### config.mk
export PLATFORM = sky130hd
export DESIGN_NAME = vga_scanout
export DESIGN_NICKNAME = d
export VERILOG_FILES = /design/src/rtl/vga_scanout.sv
export SDC_FILE = /design/constraint.sdc
export NUM_CORES = 1
export LEC_CHECK = 0
export ABC_AREA = 1
export BUFFER_PORTS_ARGS = -buffer_cell sky130_fd_sc_hd__buf_2
export CAP_MARGIN = 20
export CORE_MARGIN = 2
export CORE_UTILIZATION = 45
export DETAILED_ROUTE_END_ITERATION = 8
export PLACE_DENSITY = 0.73
export SLEW_MARGIN = 25
export SYNTH_ARGS = -nofsm -noshare
export SYNTH_HDL_FRONTEND = slang
export SYNTH_SLANG_ARGS = --single-unit
### constraint.sdc
create_clock -name clk -period 3.75 [get_ports clk]
set_clock_uncertainty 0.2 [all_clocks]
set_input_delay 0.1875 -clock clk [delete_from_list [all_inputs] [get_ports clk]]
set_output_delay 0.1875 -clock clk [all_outputs]
set_load 0.01 [all_outputs]
### src/rtl/vga_scanout.sv
// vga_scanout: framebuffer scan-out engine.
// Derives a pixel strobe from the system clock, generates VGA timing,
// issues one framebuffer read per visible pixel and expands RGB332 to 8/8/8.
// Sync and blank travel through a delay line matching the read latency.
module vga_scanout #(
   parameter int unsigned H_ACTIVE   = 640,
   parameter int unsigned H_FP       = 16,
   parameter int unsigned H_SYNC     = 96,
   parameter int unsigned H_BP       = 48,
   parameter int unsigned V_ACTIVE   = 480,
   parameter int unsigned V_FP       = 10,
   parameter int unsigned V_SYNC     = 2,
   parameter int unsigned V_BP       = 33,
   parameter int unsigned FB_LATENCY = 2,
   parameter int unsigned ADDR_W     = 19
) (
   input  logic              clk,
   input  logic              reset,
   input  logic [ADDR_W-1:0] fb_base,
   output logic              fb_rd,
   output logic [ADDR_W-1:0] fb_addr,
   input  logic [7:0]        fb_data,
   output logic              VGA_CLK,
   output logic [7:0]        VGA_R,
   output logic [7:0]        VGA_G,
   output logic [7:0]        VGA_B,
   output logic              VGA_HS,
   output logic              VGA_VS,
   output logic              VGA_BLANK_N,
   output logic              VGA_SYNC_N,
   output logic              frame_start
);

   localparam int unsigned H_TOTAL = H_ACTIVE + H_FP + H_SYNC + H_BP;
   localparam int unsigned V_TOTAL = V_ACTIVE + V_FP + V_SYNC + V_BP;
   localparam int unsigned HW      = $clog2(H_TOTAL);
   localparam int unsigned VW      = $clog2(V_TOTAL);

   logic              phase;
   logic              tick;
   logic [HW-1:0]     h;
   logic [VW-1:0]     v;
   logic [ADDR_W-1:0] addr;
   logic              visible;
   logic              hs_n;
   logic              vs_n;
   logic              frame_top;
   logic [2:0]        dly [FB_LATENCY];
   logic [2:0]        tail;
   logic [2:0]        r3;
   logic [2:0]        g3;
   logic [1:0]        b2;

   assign tick      = phase;
   assign VGA_CLK   = phase;
   assign VGA_SYNC_N = 1'b0;

   assign visible   = (h < HW'(H_ACTIVE)) && (v < VW'(V_ACTIVE));
   assign hs_n      = !((h >= HW'(H_ACTIVE + H_FP)) && (h < HW'(H_ACTIVE + H_FP + H_SYNC)));
   assign vs_n      = !((v >= VW'(V_ACTIVE + V_FP)) && (v < VW'(V_ACTIVE + V_FP + V_SYNC)));
   assign frame_top = (h == '0) && (v == '0);

   // Frame start is the tick spent at (0,0); its read uses fb_base directly,
   // so the first pixel after reset or wrap already addresses the new base.
   assign frame_start = tick && frame_top;
   assign fb_rd       = tick && visible;
   assign fb_addr     = frame_start ? fb_base : addr;

   assign tail = dly[FB_LATENCY-1];
   assign r3   = fb_data[7:5];
   assign g3   = fb_data[4:2];
   assign b2   = fb_data[1:0];

   // Pixel phase and horizontal/vertical position counters
   always_ff @(posedge clk or posedge reset) begin
      if (reset) begin
         phase <= 1'b0;
         h     <= '0;
         v     <= '0;
      end else begin
         phase <= ~phase;
         if (tick) begin
            if (h == HW'(H_TOTAL - 1)) begin
               h <= '0;
               v <= (v == VW'(V_TOTAL - 1)) ? '0 : v + 1'b1;
            end else begin
               h <= h + 1'b1;
            end
         end
      end
   end

   // Read address: reload from fb_base at frame start, step once per visible read
   always_ff @(posedge clk or posedge reset) begin
      if (reset) begin
         addr <= '0;
      end else if (frame_start) begin
         addr <= fb_base + ADDR_W'(1);
      end else if (fb_rd) begin
         addr <= addr + ADDR_W'(1);
      end
   end

   // Delay line for {visible, hs_n, vs_n}; cleared to the idle (blank, syncs high) value
   always_ff @(posedge clk or posedge reset) begin
      if (reset) begin
         for (int unsigned i = 0; i < FB_LATENCY; i++) dly[i] <= 3'b011;
      end else if (tick) begin
         dly[0] <= {visible, hs_n, vs_n};
         for (int unsigned i = 1; i < FB_LATENCY; i++) dly[i] <= dly[i-1];
      end
   end

   // Output registers: sync/blank from the delay-line tail, colour expanded from fb_data
   always_ff @(posedge clk or posedge reset) begin
      if (reset) begin
         VGA_BLANK_N <= 1'b0;
         VGA_HS      <= 1'b1;
         VGA_VS      <= 1'b1;
         VGA_R       <= '0;
         VGA_G       <= '0;
         VGA_B       <= '0;
      end else if (tick) begin
         VGA_BLANK_N <= tail[2];
         VGA_HS      <= tail[1];
         VGA_VS      <= tail[0];
         if (tail[2]) begin
            VGA_R <= {r3, r3, r3[2:1]};
            VGA_G <= {g3, g3, g3[2:1]};
            VGA_B <= {b2, b2, b2, b2};
         end else begin
            VGA_R <= '0;
            VGA_G <= '0;
            VGA_B <= '0;
         end
      end
   end

endmodule

Word level (Yosys, flattened, before mapping)
Index checks and enable logic that the tools add are counted.
{"block": "totals", "regBits": 73, "inputBits": 29, "output_inout_bits": 50, "wordCells": 45}
{"block": "classes", "add_sub_neg": 4, "magnitude_cmp": 6, "n_eq_ne": 2, "mux": 8, "n_bitwise": 1, "n_reduce_logical": 12}
{"op": "19-bit two-way mux", "count": 3}
{"op": "19-bit by 1-bit adder with 19-bit output, second input constant", "count": 2}
{"op": "8-bit two-way mux", "count": 3}
{"op": "10-bit by 1-bit adder with 10-bit output, second input constant", "count": 2}
{"op": "10-bit equality test, second input constant", "count": 2}
{"op": "10-bit logical NOT", "count": 2}
{"op": "10-bit less-than comparator, second input constant", "count": 2}
{"op": "10-bit by 9-bit less-than comparator with 1-bit output, second input constant", "count": 2}
{"op": "10-bit two-way mux", "count": 2}
{"op": "10-bit greater-or-equal comparator, second input constant", "count": 1}
{"op": "10-bit by 9-bit greater-or-equal comparator with 1-bit output, second input constant", "count": 1}
{"op": "1-bit logical AND", "count": 6}
{"op": "1-bit logical NOT", "count": 2}
{"op": "2-bit AND reduction", "count": 1}
{"op": "2-bit nonzero test", "count": 1}
{"op": "1-bit inverter", "count": 1}

Longest topological paths before layout
{"block": "depth", "depth_word": 5, "mapped_depth": 19, "ltp_nobuf": 17}

Worst setup path after synthesis
No wires, ideal clock.
{"block": "synth_timing", "path_kind": "reg-to-reg", "start": "register v[0]", "end": "register addr[16]", "setup_ns": 0.118, "arrival_time_ns": 2.477, "t_required_ns": 3.432, "path_slack_ns": 0.955, "path_stages_with_launch": 18, "path_buffers": 1, "period_less_slack_ns": 2.795, "path_cell_list": "dfrtp_1 > inv_1 > ha_1 > nand2_1 > nor2_4 > nand3_4 > buf_2 > o21ai_1 > ha_1 > nand2_1 > nor2_2 > nand2_1 > inv_1 > nand2_1 > nand2_1 > nand2_1 > nand2_1 > nand2_1"}
{"block": "synth_between", "elab_chain_cells": 4, "word_cells_on_any_way": 8, "cone_classes": "order compare (1); mux (1); reduce/logical (6)"}
{"element": "start, declared", "line": "42", "source": "logic [VW-1:0] v;"}
{"element": "start signal, assigned", "line": "85", "source": "v <= (v == VW'(V_TOTAL - 1)) ? '0 : v + 1'b1;"}
{"element": "10-bit by 9-bit less-than comparator with 1-bit output or 10-bit logical NOT (tied branches)", "line": "58, 61"}
{"element": "1-bit logical AND, on equally long branches", "line": "58, 61"}
{"element": "1-bit logical AND, on equally long branches", "line": "66, 65"}
{"element": "2-bit nonzero test (no source line) or 19-bit two-way mux (tied branches)"}
{"element": "end signal, assigned", "line": "98", "source": "addr <= fb_base + ADDR_W'(1);"}
{"element": "end signal, assigned", "line": "100", "source": "addr <= addr + ADDR_W'(1);"}
{"element": "end, declared", "line": "43", "source": "logic [ADDR_W-1:0] addr;"}
Parallel ways exist; a longest one is shown, timed or not.
A chain may end at the register's enable or synchronous reset.

Final worst setup path
Ends and elaborated chain as after synthesis.

==> impl_metrics.py <==
metrics = {
    "yosys": {
        "synth_cell_type_count": 41,
        "yosys_warnings": 0,
        "syn_nets": 526,
        "syn-cell-area_sq_mm": 0.00360,
        "async_flop_share_pct": 100,
        "ys_ff_latch": 57,
        "netlist_instances": 492,
        "avgSynthCellArea_sq_um": 7.32,
        "ys.flop_type": "dfrtp_1",
        "yosysSeqAreaShare_pct": 39.8,
        "synth_enable_flop_cells": 0,
    },
    "power": {
        "power.density_mw_per_mm2": 425,
        "leakage_nw": 2.18,
        "fin_total_pwr_mw": 1.82,
        "ir_worst_vdd_mv": 0.197,
    },
    "timing": {
        "setup_viol": 0,
        "hold_viol": 0,
        "period_needed_ns": 3.10,
        "rsz0062_at_grt": "no",
        "tightest_slew_ns": 0.806,
        "slew_headroom_pct": 46.2,
        "slew_viol_final": 0,
        "timing.fmax_mhz": 323,
        "timing.final.crit_share_pct": 82.5,
        "final.setup.tns_ns": 0,
    },
    "finish": {
        "final_common_cell": "nand2_1",
        "synthToLayoutAreaGrowth_pct": 19.0,
        "nets": 598,
        "drive_above_1_share_pct": 23.8,
        "diodes": 0,
        "nFillCells": 737,
        "ff_latch_area_sq_mm": 0.00143,
        "design_area_sq_mm": 0.00429,
        "multi_input_area_sq_mm": 0.00178,
        "final_cell_mix": "nand2_1, buf_2, dfrtp_1",
        "final_util_pct": 55.5,
    },
    "worst_setup_path": {
        "rr_worst_depth": 16,
        "end_kind": "flop",
        "cp_max_fo": 23,
        "worstPathArrival_ns": 3.13,
        "cp_data_required_time_ns": 3.79,
        "reg2reg_from": "v[0]",
        "critical_path_class": "reg -> reg",
        "r2r_end": "addr[16]",
        "startpoint_type": "flop",
        "reg2reg_slack_ns": 0.65,
    },
    "clock_network": {
        "postCtsHoldBufs": 9,
        "cts.clk_slew.worst_paths_ns": 0.06,
        "cts.sinks": 57,
        "cts-root-buf": "clkbuf_8",
        "cts_tree": "done",
        "ctsLongestPathBuffers": 2,
        "post_cts_resized": 0,
        "cts_setup_buffers": 0,
        "htreeDepth": 3,
        "clk_latency_ns": 0.34,
        "cts_made_buffers": 9,
    },
    "place": {
        "post_dp_cell_area_sq_mm": 0.00395,
        "gp_congestion": 0.909,
        "port_buffers": 77,
        "dp_hpwl_um": 6250,
    },
    "min_path": {
        "min_delay_path_depth": 5,
        "hp-class": "in -> reg",
        "hp-start": "fb_base[13]",
        "holdPathEnd": "addr[13]",
    },
    "drt": {
        "vias_per_cell": 5.01,
        "wl_per_cell_um": 12.8,
        "firstDrtPassIters": 4,
        "routed_wl_um": 8570,
        "ant_nets": 0,
        "drt_iter0_drc": 180,
        "post-route-drc-count": 0,
        "vias": 3358,
    },
    "die": {
        "core_sq_mm": 0.00773,
        "die_area_sq_mm": 0.00873,
        "fp.dieW_um": 93.4,
        "ios": 79,
        "row_count": 32,
        "initial_core_util_pct": 46.6,
        "die_y_um": 93.4,
    },
    "global_route": {
        "grt_pass1_wl_um": 14600,
        "grt_overflow": 0,
        "grt_max_degree": 41,
        "antenna_found_initial": 0,
        "grt_usage_pct": 21.3,
        "grt_pass1_vias": 3217,
    },
    "outcome": {
        "run_status": "finished clean",
    },
    "flow_run": {
        "drv_cap": 0,
    },
}
==> per-stage QoR <==
step	cells	setup slack, ns	hold WS, ns
2_1_floorplan	492	0.955	0.128
3_3_place_gp	646	0.854	0.193
3_5_place_dp	646	0.707	0.197
4_1_cts	670	0.646	0.0118
5_1_grt	670	0.323	0.0710
6_report	670	0.655	0.0262
==> kinds of logic after synthesis <==
family,share of synthesized area [%]
AOI/OAI and AO/OA,8.06
xor gates and xnor gates,2.19
adders and majority gates,1.74
buffers and inverters,10.7
DFF,39.8
other,0.104
and+or+nand+nor,37.4
==> where the power goes <==
part           internal (mW)  switching, mW  leakage [nW]
registers              0.671         0.0320         0.684
logic                  0.153          0.259          1.37
clock network          0.455          0.252         0.122
total                   1.28          0.543          2.18
==> routing by layer <==
| metal | vias up | global-route usage (%) | part of all wire [%] |
|---|---|---|---|
| met5 | - | 0 | 0 |
| met4 | 0 | 7.48 | 0.84 |
| met3 | 5 | 5.00 | 5.6 |
| met2 | 91 | 34.8 | 49 |
| met1 | 1555 | 27.5 | 45 |
| li1 | 1707 | - | - |
==> synth_stat cells (2+ instances only) <==
library cell  number  share of area [%]
nor2_2             8                1.4
o21ai_0           17                2.4
dfrtp_1           51                 35
nand2_2            7                1.2
nor3_1             9                1.3
buf_4             18                3.8
ha_1               5                1.7
a21oi_1           12                1.7
nand2_1          157                 16
o21bai_1           3               0.63
inv_2              6               0.63
nor2_4             2               0.63
o21ai_1            6               0.83
nor2_1            44                4.6
a31oi_1            2               0.35
nand3_1           27                3.8
nor2_8             2                1.1
or2_0              2               0.35
dfstp_2            6                4.4
clkbuf_1           7               0.73
inv_1             48                5.0
xnor2_1            5                1.2
a211oi_1           2               0.42
o21ai_4            2               0.90
nand4_1           25                4.3
xor2_1             4               0.97
==> worst max-delay path, cell delays in order, from the launching register on <==
cell,delay (ns)
dfrtp_1,0.38
inv_1,0.11
ha_1,0.23
nand2_1,0.11
nor2_4,0.26
nand3_4,0.29
o21ai_1,0.35
ha_1,0.26
nand2_1,0.09
nor2_2,0.19
nand2_1,0.15
inv_1,0.10
nand2_1,0.06
nand2_1,0.07
nand2_1,0.05
nand2_1,0.06
nand2_1,0.05
==> final cells by class <==
cell class,instances,area share [%]
Sequential cell,57,33.5
Clock buffer,10,3.21
Inverter,54,4.73
Timing Repair Buffer,89,11.6
Clock inverter,5,2.42
Tap cell,102,2.98
Multi-Input combinational cell,353,41.6
==> worst max path at each step <==
stage,startpoint,slack (ns),end,cells past startpoint
detailed placement,v[0],0.71,addr[16],16
floorplan,v[0],0.95,addr[16],17
CTS,v[0],0.65,addr[16],16
global route,v[0],0.32,addr[16],16
global placement,v[0],0.85,addr[16],16
finish,v[0],0.65,addr[16],16
==> sequential cells by signal (all words and copies together), names as in the netlist <==
name	count
VGA_HS	1
VGA_G	3
VGA_R	3
VGA_B	2
VGA_VS	1
VGA_CLK	1
h	10
tail	3
v	10
addr	19
dly	3
VGA_BLANK_N	1
No activity file was read; power rests on OpenSTA's default activity.
